## src/rtl/mem_request_queue_pkg.sv

```systemverilog
`default_nettype none
// +----------------------------------------------------------------------------+
// | Package  : mem_req_pkg                                                     |
// | Purpose  : Shared types for the data-memory request queue: request opcode, |
// |            canonical queue entry and controller state encoding.            |
// | Revision : 1.0 - initial release                                           |
// +----------------------------------------------------------------------------+
package mem_req_pkg;

  // Canonical datapath widths; the queue top re-derives its own entry type
  // from its AW/DW parameters so other widths stay lossless.
  localparam int MREQ_ADDR_W = 32;
  localparam int MREQ_DATA_W = 32;

  typedef enum logic {
    MREQ_LD = 1'b0,
    MREQ_ST = 1'b1
  } mreq_op_t;

  typedef struct packed {
    mreq_op_t               op;
    logic [MREQ_ADDR_W-1:0] addr;
    logic [MREQ_DATA_W-1:0] wdata;
  } mreq_entry_t;

  typedef enum logic [1:0] {
    MRQ_IDLE   = 2'd0,
    MRQ_ACTIVE = 2'd1,
    MRQ_ERROR  = 2'd2
  } mreq_state_t;

  // A simultaneous read+write request is treated as a store.
  function automatic mreq_op_t mreq_op_of(input logic wr);
    return wr ? MREQ_ST : MREQ_LD;
  endfunction

endpackage
`default_nettype wire

```

## src/rtl/mem_request_queue_if.sv

```systemverilog
`default_nettype none
// +----------------------------------------------------------------------------+
// | Interface : mem_request_queue_if                                           |
// | Purpose   : Bundles the MEM-stage request side, the memory side and the    |
// |             status flags of mem_request_queue.                             |
// | Ports     : master - MEM stage / memory model (drives requests and dhit)   |
// |             slave  - the queue (drives dREN/dWEN/daddr/dstore and status)  |
// | Revision  : 1.0 - initial release                                          |
// +----------------------------------------------------------------------------+
interface mem_request_queue_if #(
  parameter int AW    = 32,
  parameter int DW    = 32,
  parameter int DEPTH = 4
);
  localparam int c_CW = $clog2(DEPTH) + 1;

  // request side
  logic            advance;
  logic            flush;
  logic            req_rd;
  logic            req_wr;
  logic [AW-1:0]   req_addr;
  logic [DW-1:0]   req_wdata;
  // memory side
  logic            dhit;
  logic            dREN;
  logic            dWEN;
  logic [AW-1:0]   daddr;
  logic [DW-1:0]   dstore;
  // status
  logic            full;
  logic            busy;
  logic [c_CW-1:0] count;
  logic            timeout_err;
  logic            proto_err;

  modport master (
    output advance, flush, req_rd, req_wr, req_addr, req_wdata, dhit,
    input  dREN, dWEN, daddr, dstore, full, busy, count, timeout_err, proto_err
  );

  modport slave (
    input  advance, flush, req_rd, req_wr, req_addr, req_wdata, dhit,
    output dREN, dWEN, daddr, dstore, full, busy, count, timeout_err, proto_err
  );

endinterface
`default_nettype wire

```

## src/rtl/mem_request_queue_fifo.sv

```systemverilog
`default_nettype none
// +----------------------------------------------------------------------------+
// | Module   : mreq_fifo                                                       |
// | Purpose  : Circular request store with wrapping pointers and occupancy     |
// |            count. Exposes the head and the entry behind it so the owner    |
// |            can issue back-to-back. Flush drops everything, or everything   |
// |            except the head when the head is already issued.                |
// | Ports    : CLK, nRST        clock, async active-low reset                  |
// |            push_i/entry_i   write one entry (caller guarantees room)       |
// |            pop_i            retire the head                                |
// |            flush_i          discard entries; keep_head_i spares the head   |
// |            head_o, next_o   entry at read pointer and the one after it     |
// |            count_o, full_o, empty_o  occupancy                             |
// | Revision : 1.0 - initial release                                           |
// +----------------------------------------------------------------------------+
module mreq_fifo
  import mem_req_pkg::*;
#(
  parameter int  DEPTH   = 4,
  parameter type ENTRY_T = mreq_entry_t
) (
  input  logic                   CLK,
  input  logic                   nRST,
  input  logic                   push_i,
  input  ENTRY_T                 push_entry_i,
  input  logic                   pop_i,
  input  logic                   flush_i,
  input  logic                   keep_head_i,
  output ENTRY_T                 head_o,
  output ENTRY_T                 next_o,
  output logic [$clog2(DEPTH):0] count_o,
  output logic                   full_o,
  output logic                   empty_o
);

  localparam int c_PW = $clog2(DEPTH);
  localparam int c_CW = c_PW + 1;

  ENTRY_T          mem_q [DEPTH];
  logic [c_PW-1:0] rd_ptr_q, rd_ptr_d;
  logic [c_PW-1:0] wr_ptr_q, wr_ptr_d;
  logic [c_CW-1:0] count_q, count_d;
  logic [c_PW-1:0] w_rd_ptr_nx;

  // DEPTH is a power of two, so plain pointer overflow is the mod-DEPTH wrap.
  assign w_rd_ptr_nx = rd_ptr_q + c_PW'(1);

  always_comb begin
    rd_ptr_d = rd_ptr_q + c_PW'(pop_i);
    wr_ptr_d = wr_ptr_q;
    count_d  = count_q;
    if (flush_i) begin
      if (keep_head_i && !pop_i) begin
        // issued head cannot be aborted: everything behind it goes
        wr_ptr_d = w_rd_ptr_nx;
        count_d  = c_CW'(1);
      end else begin
        wr_ptr_d = rd_ptr_d;
        count_d  = '0;
      end
    end else begin
      wr_ptr_d = wr_ptr_q + c_PW'(push_i);
      count_d  = count_q + c_CW'(push_i) - c_CW'(pop_i);
    end
  end

  always_ff @(posedge CLK or negedge nRST) begin
    if (!nRST) begin
      rd_ptr_q <= '0;
      wr_ptr_q <= '0;
      count_q  <= '0;
    end else begin
      rd_ptr_q <= rd_ptr_d;
      wr_ptr_q <= wr_ptr_d;
      count_q  <= count_d;
    end
  end

  // Storage needs no reset: an entry is only read once count covers it.
  always_ff @(posedge CLK) begin
    if (push_i) begin
      mem_q[wr_ptr_q] <= push_entry_i;
    end
  end

  assign head_o  = mem_q[rd_ptr_q];
  assign next_o  = mem_q[w_rd_ptr_nx];
  assign count_o = count_q;
  assign full_o  = (count_q == c_CW'(DEPTH));
  assign empty_o = (count_q == '0);

endmodule
`default_nettype wire

```

## src/rtl/mem_request_queue.sv

```systemverilog
`default_nettype none
// +----------------------------------------------------------------------------+
// | Module   : mem_request_queue                                               |
// | Purpose  : Queues up to DEPTH load/store requests from the MEM stage and   |
// |            presents the head to the data memory on registered              |
// |            dREN/dWEN/daddr/dstore until dhit. Supports flush, a wait       |
// |            watchdog (TIMEOUT cycles) and sticky error status.              |
// | Ports    : CLK   clock, rising edge                                        |
// |            nRST  asynchronous active-low reset                             |
// |            bus   mem_request_queue_if.slave: request, memory, status       |
// | Revision : 1.0 - initial release                                           |
// +----------------------------------------------------------------------------+
module mem_request_queue
  import mem_req_pkg::*;
#(
  parameter int AW      = 32,
  parameter int DW      = 32,
  parameter int DEPTH   = 4,
  parameter int TIMEOUT = 64
) (
  input  logic                CLK,
  input  logic                nRST,
  mem_request_queue_if.slave  bus
);

  localparam int c_CW = $clog2(DEPTH) + 1;
  localparam int c_WW = $clog2(TIMEOUT + 1);

  typedef struct packed {
    mreq_op_t      op;
    logic [AW-1:0] addr;
    logic [DW-1:0] wdata;
  } entry_t;

  mreq_state_t     state_q, state_d;
  logic            dren_q, dren_d;
  logic            dwen_q, dwen_d;
  logic [AW-1:0]   daddr_q, daddr_d;
  logic [DW-1:0]   dstore_q, dstore_d;
  logic [c_WW-1:0] wait_q, wait_d;
  logic            proto_q, proto_d;

  entry_t          w_req_entry, w_head, w_next, w_load_entry;
  logic [c_CW-1:0] w_count;
  logic            w_full, w_empty;
  logic            w_pop, w_try, w_push, w_drop, w_load;

  // A request is only considered while the controller is healthy; flush
  // wins over a same-cycle request.
  assign w_pop  = bus.dhit && (state_q == MRQ_ACTIVE);
  assign w_try  = bus.advance && (bus.req_rd || bus.req_wr) &&
                  (state_q != MRQ_ERROR) && !bus.flush;
  // A pop on the same edge frees the slot, so a full queue can still accept.
  assign w_push = w_try && (!w_full || w_pop);
  assign w_drop = w_try && w_full && !w_pop;

  assign w_req_entry = '{op:    mreq_op_of(bus.req_wr),
                         addr:  bus.req_addr,
                         wdata: bus.req_wdata};

  mreq_fifo #(
    .DEPTH   (DEPTH),
    .ENTRY_T (entry_t)
  ) u_fifo (
    .CLK          (CLK),
    .nRST         (nRST),
    .push_i       (w_push),
    .push_entry_i (w_req_entry),
    .pop_i        (w_pop),
    .flush_i      (bus.flush),
    .keep_head_i  (state_q == MRQ_ACTIVE),
    .head_o       (w_head),
    .next_o       (w_next),
    .count_o      (w_count),
    .full_o       (w_full),
    .empty_o      (w_empty)
  );

  always_comb begin
    state_d      = state_q;
    dren_d       = dren_q;
    dwen_d       = dwen_q;
    daddr_d      = daddr_q;
    dstore_d     = dstore_q;
    wait_d       = wait_q;
    w_load       = 1'b0;
    w_load_entry = w_head;

    unique case (state_q)
      MRQ_IDLE: begin
        // flush in IDLE discards the not-yet-issued head, so don't issue it
        if (!w_empty && !bus.flush) begin
          w_load  = 1'b1;
          state_d = MRQ_ACTIVE;
          wait_d  = '0;
        end
      end
      MRQ_ACTIVE: begin
        if (bus.dhit) begin
          wait_d = '0;
          if ((w_count >= c_CW'(2)) && !bus.flush) begin
            // back-to-back: the entry behind the head goes out on this edge
            w_load       = 1'b1;
            w_load_entry = w_next;
          end else begin
            dren_d  = 1'b0;
            dwen_d  = 1'b0;
            state_d = MRQ_IDLE;
          end
        end else if (wait_q == c_WW'(TIMEOUT - 1)) begin
          dren_d  = 1'b0;
          dwen_d  = 1'b0;
          wait_d  = c_WW'(TIMEOUT);
          state_d = MRQ_ERROR;
        end else begin
          wait_d = wait_q + c_WW'(1);
        end
      end
      MRQ_ERROR: begin
        if (bus.flush) begin
          wait_d  = '0;
          state_d = MRQ_IDLE;
        end
      end
      default: state_d = MRQ_IDLE;
    endcase

    if (w_load) begin
      dren_d   = (w_load_entry.op == MREQ_LD);
      dwen_d   = (w_load_entry.op == MREQ_ST);
      daddr_d  = w_load_entry.addr;
      dstore_d = w_load_entry.wdata;
    end
  end

  assign proto_d = proto_q || w_drop || (w_push && bus.req_rd && bus.req_wr);

  always_ff @(posedge CLK or negedge nRST) begin
    if (!nRST) begin
      state_q  <= MRQ_IDLE;
      dren_q   <= 1'b0;
      dwen_q   <= 1'b0;
      daddr_q  <= '0;
      dstore_q <= '0;
      wait_q   <= '0;
      proto_q  <= 1'b0;
    end else begin
      state_q  <= state_d;
      dren_q   <= dren_d;
      dwen_q   <= dwen_d;
      daddr_q  <= daddr_d;
      dstore_q <= dstore_d;
      wait_q   <= wait_d;
      proto_q  <= proto_d;
    end
  end

  assign bus.dREN        = dren_q;
  assign bus.dWEN        = dwen_q;
  assign bus.daddr       = daddr_q;
  assign bus.dstore      = dstore_q;
  assign bus.full        = w_full;
  assign bus.busy        = !w_empty || (state_q != MRQ_IDLE);
  assign bus.count       = w_count;
  assign bus.timeout_err = (state_q == MRQ_ERROR);
  assign bus.proto_err   = proto_q;

endmodule
`default_nettype wire

```

## src/flat_wrapper.sv

```systemverilog
// flat-port wrapper written by rule: the top's interface ports become plain ports
module mem_request_queue_flat import mem_req_pkg::*;
#(
  parameter int AW      = 32,
  parameter int DW      = 32,
  parameter int DEPTH   = 4,
  parameter int TIMEOUT = 64
)
  (CLK, nRST, bus_advance, bus_flush, bus_req_rd, bus_req_wr, bus_req_addr, bus_req_wdata, bus_dhit, bus_dREN, bus_dWEN, bus_daddr, bus_dstore, bus_full, bus_busy, bus_count, bus_timeout_err, bus_proto_err);
  mem_request_queue_if #(.AW(AW), .DW(DW), .DEPTH(DEPTH)) bus_i ();
  input  logic CLK;
  input  logic nRST;
  input wire logic [$bits(bus_i.advance)-1:0] bus_advance;
  input wire logic [$bits(bus_i.flush)-1:0] bus_flush;
  input wire logic [$bits(bus_i.req_rd)-1:0] bus_req_rd;
  input wire logic [$bits(bus_i.req_wr)-1:0] bus_req_wr;
  input wire logic [$bits(bus_i.req_addr)-1:0] bus_req_addr;
  input wire logic [$bits(bus_i.req_wdata)-1:0] bus_req_wdata;
  input wire logic [$bits(bus_i.dhit)-1:0] bus_dhit;
  output wire logic [$bits(bus_i.dREN)-1:0] bus_dREN;
  output wire logic [$bits(bus_i.dWEN)-1:0] bus_dWEN;
  output wire logic [$bits(bus_i.daddr)-1:0] bus_daddr;
  output wire logic [$bits(bus_i.dstore)-1:0] bus_dstore;
  output wire logic [$bits(bus_i.full)-1:0] bus_full;
  output wire logic [$bits(bus_i.busy)-1:0] bus_busy;
  output wire logic [$bits(bus_i.count)-1:0] bus_count;
  output wire logic [$bits(bus_i.timeout_err)-1:0] bus_timeout_err;
  output wire logic [$bits(bus_i.proto_err)-1:0] bus_proto_err;
  assign bus_i.advance = bus_advance;
  assign bus_i.flush = bus_flush;
  assign bus_i.req_rd = bus_req_rd;
  assign bus_i.req_wr = bus_req_wr;
  assign bus_i.req_addr = bus_req_addr;
  assign bus_i.req_wdata = bus_req_wdata;
  assign bus_i.dhit = bus_dhit;
  assign bus_dREN = bus_i.dREN;
  assign bus_dWEN = bus_i.dWEN;
  assign bus_daddr = bus_i.daddr;
  assign bus_dstore = bus_i.dstore;
  assign bus_full = bus_i.full;
  assign bus_busy = bus_i.busy;
  assign bus_count = bus_i.count;
  assign bus_timeout_err = bus_i.timeout_err;
  assign bus_proto_err = bus_i.proto_err;
  mem_request_queue #(.AW(AW), .DW(DW), .DEPTH(DEPTH), .TIMEOUT(TIMEOUT)) u_core (.CLK(CLK), .nRST(nRST), .bus(bus_i));
endmodule
```

## config.mk

```make
export PLATFORM = sky130hd
export DESIGN_NAME = mem_request_queue_flat
export DESIGN_NICKNAME = d
export VERILOG_FILES = /design/src/rtl/mem_request_queue_pkg.sv /design/src/rtl/mem_request_queue_if.sv /design/src/rtl/mem_request_queue_fifo.sv /design/src/rtl/mem_request_queue.sv /design/src/flat_wrapper.sv
export SDC_FILE = /design/constraint.sdc
export NUM_CORES = 1
export LEC_CHECK = 0
export ABC_AREA = 1
export CELL_PAD_IN_SITES_DETAIL_PLACEMENT = 2
export CELL_PAD_IN_SITES_GLOBAL_PLACEMENT = 2
export CORE_ASPECT_RATIO = 1.75
export CORE_MARGIN = 2
export CORE_UTILIZATION = 39
export CTS_CLUSTER_DIAMETER = 50
export DETAILED_ROUTE_END_ITERATION = 6
export HOLD_SLACK_MARGIN = 0.03
export PLACE_DENSITY_LB_ADDON = 0.1
export SLEW_MARGIN = 20
export SYNTH_ARGS = -nofsm -noshare
export SYNTH_HDL_FRONTEND = slang
export SYNTH_SLANG_ARGS = --single-unit
```

## constraint.sdc

```tcl
create_clock -name CLK -period 11.5 [get_ports CLK]
set_clock_uncertainty 0.1 [all_clocks]
set_input_delay 1.725 -clock CLK [delete_from_list [all_inputs] [get_ports CLK]]
set_output_delay 1.725 -clock CLK [all_outputs]
set_load 0.03 [all_outputs]
```

==> results of run 1 <==
==> area by class of cell <==
type	instances	share of cell area [%]
inverters	92	1.89
multi-input cells	1088	26.2
flip-flops and latches	343	53.6
repair buffers	163	8.57
diodes	2	0.0271
clock buffers	51	5.52
well taps	490	3.32
clock inverters	14	0.881
==> per-layer routing <==
metal	global-route usage (%)	routed length (um)	share of wire (%)	up-vias
met3	3.07	1490	2.9	117
met1	27.8	19300	37	6454
li1	-	-	-	5657
met2	50.6	29000	56	244
met5	0	16	0.031	-
met4	9.78	1850	3.6	2
==> kinds of logic (layout without fill, tap and decap cells) <==
kind of cell / after synthesis / in the layout / synth area share, %
DFF: 343 / 343 / 63.8
buffers and inverters: 186 / 320 / 5.17
other: 0 / 2 / 0
and+or+nand+nor: 829 / 829 / 21.7
xor gates and xnor gates: 3 / 3 / 0.170
adders and majority gates: 7 / 7 / 0.614
AOI/OAI and AO/OA: 249 / 249 / 8.57
==> Yosys cell counts (all sizes together), types with 2 or more instances <==
master and instances:
xnor2 2, o21ai 155, ha 6, nand3 165, nand2 541, nor2 114, nand4 3, buf 71
o22ai 9, clkbuf 23, a21oi 57, inv 91, o211ai 24, a22oi 2, nor3 6, edfxtp 260
dfrtp 83
==> worst max path at each step <==
stage                     startpoint                        end  slack (ns)  depth (start not counted)
after floorplan             bus_dhit  u_core.u_fifo.mem_q[0][0]        4.22                          4
after global placement     bus_flush            u_core.bus.dREN        6.44                          8
after detailed placement   bus_flush       u_core.bus.daddr[23]        6.29                          8
after CTS                  bus_flush       u_core.bus.daddr[27]        6.79                          8
after global routing       bus_flush       u_core.bus.daddr[27]        6.58                          8
final                      bus_flush       u_core.bus.daddr[27]        6.83                          8
==> power by group through the flow <==
stage,registers [mW],clock network [mW],logic [mW]
after floorplan,1.91,0,1.13
after global placement,1.73,0,2.04
after detailed placement,1.74,0,2.12
after CTS,1.72,1.22,2.15
after global routing,1.74,1.26,2.34
final,1.72,1.19,2.10
==> critical path: cells and delay by family <==
family | cells | cell delay, ns
buffers and inverters | 4 | 2.19
and+or+nand+nor | 4 | 1.05
==> through the flow <==
stage	setup WS, ns	cells	hold slack, ns	cell area [um2]
final	6.83	2243	0.375	18500
after floorplan	4.22	1617	0.367	15500
after global routing	6.58	2243	0.425	18500
after CTS	6.79	2241	0.381	18500
after global placement	6.44	2176	0.345	17300
after detailed placement	6.29	2176	0.366	17300
==> sequential cells by signal (all words and copies together) (netlist names), 2 cells and up <==
name                    cells
u_core.u_fifo.mem_q       260
u_core.bus.daddr           32
u_core.bus.dstore          32
u_core.wait_q               7
u_core.u_fifo.count_o       3
u_core.state_q              2
u_core.u_fifo.rd_ptr_q      2
u_core.u_fifo.wr_ptr_q      2
==> run summary, run 1 <==
Status = finished, final reports clean
Design Power = 5.01 mW
Area leader, netlist = edfxtp_1
Initial antenna violation count = 3
Post-route minimum period = 4.67 ns
DR vias = 12,500
Number of placement rows = 96
Vias in the first global route = 14,500
Final Cycle Share = 40.6%
Pwr Density = 271 nW/um2
EDFF count, synth = 260
Maximum clock path buffer count = 3
Final Core Density = 47.1%
Reg2Reg Depth = 9
Rel. slew slack = 30.3%
Port bufs = 143
Switch Pwr = 2.13 mW
Critical path's slowest cell = inv_2
Post-synthesis sequential area ratio = 63.8%
Fin Setup TNS = 0 ns
Distinct cell type count after synthesis = 31
# hold bufs at CTS = 0
R2R Setup Slk = 8.01 ns
PostCTS Resize Cnt = 0
CTS Buf Count = 37
Synthesized netlist net count = 1,695
Most frequent cells in the layout = 539 x nand2_1, 260 x edfxtp_1, 163 x nand3_1, 142 x clkdlybuf4s50_1, 117 x o21ai_0
Grt total ovfl = 0
Mean post-synth cell area = 9.58 um2
Placeable Area = 39,200 um2
Hold Startpoint = u_core.bus.proto_err
CTS tree = built
CP required = 11.85 ns
Area of the multi-input gates = 4840 um2
WHS Endpoint = u_core.bus.proto_err
Layout cells sized above 1 = 5.37%
Reg area = 9890 um2
Fmax = 0.214 GHz
Final Hold Vio Count = 0
Crit. End Element = register
Die height = 268 um
Post-synthesis cell count = 1,617
DRC = 0
Mapped cell area = 15,500 um2
Largest net degree at the start of global routing = 117
Reg clk slew, reported paths = 0.06 ns
CP max stage delay = 0.90 ns
Critical-path maximum fanout = 36
Post-CTS Setup Inserts = 0
Switching part of the total = 42.4%
Setup-failing EPs final = 0
CP most frequent cell = inv_2
Area Growth Syn to Fin = 19.2%
Global Route Usage Sum = 25.7%
Drt first pass iters = 4
Clk_lat worst skew = 0.53 ns
Hold depth = 1
Setup crit start kind = input port
Commonest non-fill, non-tap cell in the layout = nand2_1
Predominant post-synthesis flop cell = edfxtp_1
Routed Antenna Nets = 0
Static Leak = 7.25 nW
Placer Congestion = 0.795
Initial core utilization = 39.6%
Final Slew Violations = 0
WL/cell = 23.0 um
Drt first-iter violations = 546
Max_cap viols = 0
Critical path arrival = 5.02 ns
Hpwl dp = 30,500 um
Sequential Power Share = 34.3%
Worst slew pin tran = 1.05 ns
FFs w/ async S/R, synth = 24.2%
Nets = 1,803
Vias per Instance = 5.56
Synthesis Warnings = 0
Synth area leaders = edfxtp_1 50%, dfrtp_1 13%, nand2_1 13%, nand3_1 5.3%, o21ai_0 3.8%
Clock sink total = 343
Clk pwr share = 23.8%
Post-Route WL = 51,600 um
Combinational Power Share = 41.9%
CTS Root Cell = clkbuf_16
RSZ-0062 raised after global routing = false
Cell internal pwr = 2.88 mW
RR Endpoint = u_core.bus.daddr[27]
Critical-path cell list = clkdlybuf4s50_1, inv_2, nand3_2, buf_4, nand2_2, inv_2, nand2_1, nand3_1
Die Footprint = 41,400 um2
Synth Register Bits = 343
Reg2reg start = u_core.u_fifo.count_o[1]
H-Tree Depth = 2
Worst Hold Class = reg -> reg
# fillers = 4,137
Crit path kind = in -> reg
Io pins = 144
VDD IR-drop max = 211 uV
Post-synth top area share = 50.4%
First-pass GRT wire length = 81,700 um
Die X = 155 um
No activity file was read; power rests on OpenSTA's default activity.
==> inputs of run 2 (changes only) <==
Settings changed: CORE_UTILIZATION 39 to 33.
Clock period 11.5 ns to 4.2 ns, I/O delays scaled along.
==> run summary, run 2 (synthesized netlist as in run 1, its figures left out) <==
Status = finished, final reports clean
Crit path kind = reg -> out
Grt total ovfl = 0
Die Footprint = 48,800 um2
Critical path arrival = 2.05 ns
CTS tree = built
Drt first pass iters = 5
Clock sink total = 343
Die X = 168 um
Placer Congestion = 0.724
Crit. End Element = output port
Largest net degree at the start of global routing = 142
Placeable Area = 46,600 um2
Vias in the first global route = 13,900
Post-route minimum period = 2.78 ns
Setup crit start kind = register
Fmax = 0.360 GHz
Drt first-iter violations = 433
VDD IR-drop max = 469 uV
Initial core utilization = 33.2%
CP required = 3.47 ns
DR vias = 12,200
Critical-path maximum fanout = 4
Number of placement rows = 105
PostCTS Resize Cnt = 0
Worst slew pin tran = 0.994 ns
Worst Hold Class = in -> async
Final Hold Vio Count = 0
Post-Place Cells = 2,279
Crit path launch = u_core.state_q[0]
# fillers = 4,971
Vias per Instance = 5.21
Pwr Density = 744 nW/um2
Max_cap viols = 0
Maximum clock path buffer count = 3
Biggest register = u_core.u_fifo.mem_q
Routed Antenna Nets = 0
Die height = 291 um
Reg2reg start = u_core.u_fifo.rd_ptr_q[1]
Final Core Density = 40.6%
Reg area = 9890 um2
RSZ-0062 raised after global routing = false
Worst hold slack = 0.0358 ns
Antenna Cells = 0
Area Growth Syn to Fin = 22.2%
Final Cycle Share = 66.2%
Commonest non-fill, non-tap cell in the layout = nand2_1
CTS Buf Count = 40
Final Slew Violations = 0
WL/cell = 22.1 um
Post-Route WL = 52,100 um
Most frequent cells in the layout = 539 x nand2_1, 260 x edfxtp_1, 163 x nand3_1, 142 x clkdlybuf4s50_1, 117 x o21ai_0
Io pins = 144
Static Leak = 7.42 nW
Non-Filler Instances = 2,351
Rel. slew slack = 33.7%
Reg clk slew, reported paths = 0.06 ns
Setup-failing EPs final = 0
First-pass GRT wire length = 81,200 um
CTS Root Cell = clkbuf_16
Nets = 1,811
DRC = 0
# hold bufs at CTS = 0
Post-CTS Setup Inserts = 0
Hpwl dp = 31,600 um
Initial antenna violation count = 1
Global Route Usage Sum = 21.8%
Port bufs = 143
H-Tree Depth = 2
Area of the multi-input gates = 4860 um2
Clk_lat worst skew = 0.54 ns
Largest register FFs = 260
Layout cells sized above 1 = 6.30%
run 2: worst paths after layout:
check | slack, ns | depth (start not counted) | to
setup / recovery | 1.42 | 3 | bus_busy
max in group asynchronous | 3.24 | 2 | u_core.bus.daddr[17]
min in group CLK | 0.37 | 1 | u_core.bus.proto_err
hold / removal | 0.04 | 1 | u_core.bus.dstore[10]
hold reg to reg | 0.37 | 1 | u_core.bus.proto_err
setup reg to reg | 1.56 | 6 | u_core.bus.dstore[22]
run 2: area by class of cell:
cell class                      instances  share of cell area (%)
Clock inverter                         25                    1.38
Tap cell                              588                    3.89
Multi-Input combinational cell       1088                    25.7
Sequential cell                       343                    52.3
Timing Repair Buffer                  168                    9.20
Clock buffer                           47                    5.70
Inverter                               92                    1.86
run 2: worst max-delay path, cell delays in order (launching register included):
cell	delay, ns
dfrtp_1	0.43
nor2_1	0.28
nand4_1	0.18
clkdlybuf4s50_1	0.63
run 2: per-stage QoR:
step | power [mW] | setup slack (ns) | instance area, um2 | setup TNS (ns)
6_report | 14.1 | 1.42 | 18900 | 0
5_1_grt | 15.1 | 1.30 | 18900 | 0
4_1_cts | 14.4 | 1.35 | 18900 | 0
3_5_place_dp | 10.7 | 0.931 | 17600 | 0
3_3_place_gp | 10.5 | 1.01 | 17600 | 0
2_1_floorplan | 8.31 | -0.0740 | 15500 | -19.23
run 2: report_power, final:
part	total [mW]	internal, mW	switching (mW)
Sequential	4.74	4.25	0.484
Combinational	5.78	1.83	3.96
Clock	3.56	2.10	1.46
Total	14.1	8.18	5.90
run 2: per-layer routing:
metal	vias up	global-route usage [%]	part of all wire, %
li1	5685	-	-
met1	6276	24.4	39
met2	199	42.4	55
met3	76	2.55	2.9
met4	2	6.81	2.7
met5	-	0	0.025
==> inputs of run 3 (changes only) <==
Clock period 4.2 ns to 2.25 ns, I/O delays scaled along.
==> run summary, run 3 (synthesized netlist as in run 1, its figures left out) <==
Status = finished, final reports clean
Area of the multi-input gates = 4900 um2
Vias per Instance = 5.23
Worst path depth = 1
Non-Filler Instances = 2,405
CTS Buf Count = 39
VDD IR-drop max = 829 uV
Post-route minimum period = 2.16 ns
Global Route Usage Sum = 22.8%
Reg area = 9900 um2
CTS Root Cell = clkbuf_16
Crit. End Element = output port
WL/cell = 22.9 um
Nets = 1,863
# fillers = 4,988
Commonest non-fill, non-tap cell in the layout = nand2_1
Placer Congestion = 0.784
Die height = 291 um
Final Slew Violations = 0
Setup crit start kind = register
Port bufs = 143
Reg clk slew, reported paths = 0.07 ns
Hpwl dp = 37,100 um
Critical path arrival = 1.73 ns
Final Hold Vio Count = 0
Reg2Reg Depth = 8
Post-Place Cells = 2,331
Grt total ovfl = 0
Die Footprint = 48,800 um2
Post-Route WL = 55,100 um
Setup-failing EPs final = 0
Post-DP Area = 18,400 um2
Pwr Density = 1360 nW/um2
RSZ-0062 raised after global routing = false
CTS tree = built
Vias in the first global route = 14,300
Max_cap viols = 0
Routed Antenna Nets = 0
Fmax = 0.462 GHz
Critical-path maximum fanout = 2
Post-CTS Setup Inserts = 0
First-pass GRT wire length = 84,600 um
Clk_lat worst skew = 0.54 ns
H-Tree Depth = 2
Initial core utilization = 33.2%
Placeable Area = 46,600 um2
Largest net degree at the start of global routing = 86
CP required = 1.81 ns
Critical path's slowest cell = clkdlybuf4s50_1
Worst Hold Class = in -> async
Critical-path cell list = clkdlybuf4s50_1
Most frequent cells in the layout = 538 x nand2_1, 260 x edfxtp_1, 163 x nand3_1, 139 x clkdlybuf4s50_1, 115 x o21ai_0
Clock sink total = 343
Worst slew pin tran = 0.504 ns
Final Cycle Share = 96.2%
Io pins = 144
Initial antenna violation count = 5
Biggest register = u_core.u_fifo.mem_q
Die X = 168 um
Drt first-iter violations = 447
DRC = 0
Drt first pass iters = 4
Layout cells sized above 1 = 9.32%
CP max stage delay = 0.73 ns
DR vias = 12,600
Dpl ws = -0.207 ns
Static Leak = 7.74 nW
Number of placement rows = 105
Crit path kind = reg -> out
Largest register FFs = 260
Final worst setup slack = 0.0852 ns
Area Growth Syn to Fin = 26.6%
Maximum clock path buffer count = 3
Worst Path Buf+Inv = 1
Top cell family by delay on the critical path = buffers and inverters
Design Area, Final = 19,600 um2
Rel. slew slack = 66.4%
==> run 3: area by class of cell <==
type / count / share of cell area (%)
flip-flops and latches: 343 / 50.4
multi-input cells: 1088 / 25.0
clock inverters: 19 / 0.746
clock buffers: 51 / 5.47
inverters: 92 / 1.78
repair buffers: 221 / 12.8
diodes: 3 / 0.0383
well taps: 588 / 3.75
==> run 3: where the power goes <==
group / internal (mW) / leakage [nW] / total (mW) / switching [mW]
Sequential: 7.95 / 3.34 / 8.76 / 0.810
Combinational: 3.98 / 3.80 / 11.7 / 7.76
Clock: 3.43 / 0.596 / 6.17 / 2.74
Total: 15.4 / 7.74 / 26.7 / 11.3
==> run 3: through the flow <==
stage	power (mW)	util, %	setup TNS [ns]	hold slack (ns)
global route	28.4	42.1	0	0.131
floorplan	15.6	-	-205.61	-0.0581
finish	26.7	42.1	0	0.119
detailed placement	20.8	39.4	-30.01	0.128
global placement	20.5	39.4	-25.27	0.127
CTS	27.1	42.0	0	0.112
==> run 3: timing repair <==
action / CTS / global route
hold endpoints to repair: 83 / 0
hold buffers: 1 / 0
setup endpoints to repair: 3 / 2
pin swaps: 0 / 0
gates resized for setup: 3 / 2
==> run 3: final timing paths <==
kind	start	end	slack (ns)
setup / recovery	u_core.bus.dstore[3]	bus_dstore[3]	0.09
hold / removal	nRST	u_core.bus.daddr[31]	0.12
setup reg to reg	u_core.state_q[1]	u_core.u_fifo.mem_q[0][57]	0.16
hold reg to reg	u_core.bus.proto_err	u_core.bus.proto_err	0.37
max in group asynchronous	nRST	u_core.bus.dstore[22]	1.17
min in group CLK	bus_req_addr[26]	u_core.u_fifo.mem_q[3][58]	0.34
==> run 3: per-layer routing <==
layer	up-vias	routed length (um)	GRT usage, %
met4	4	1850	7.72
li1	5807	-	-
met3	96	1840	2.64
met5	-	30	0
met2	245	31000	45.2
met1	6424	20400	24.5
==> run 3: worst register-to-register path, cell delays in order (launching register included) <==
cell and delay, ns:
dfrtp_1 0.42, inv_2 0.11, nor2_4 0.05, nor3_2 0.23, nand2_2 0.13, buf_12 0.16, nor3_4 0.23, buf_12 0.20
buf_12 0.17
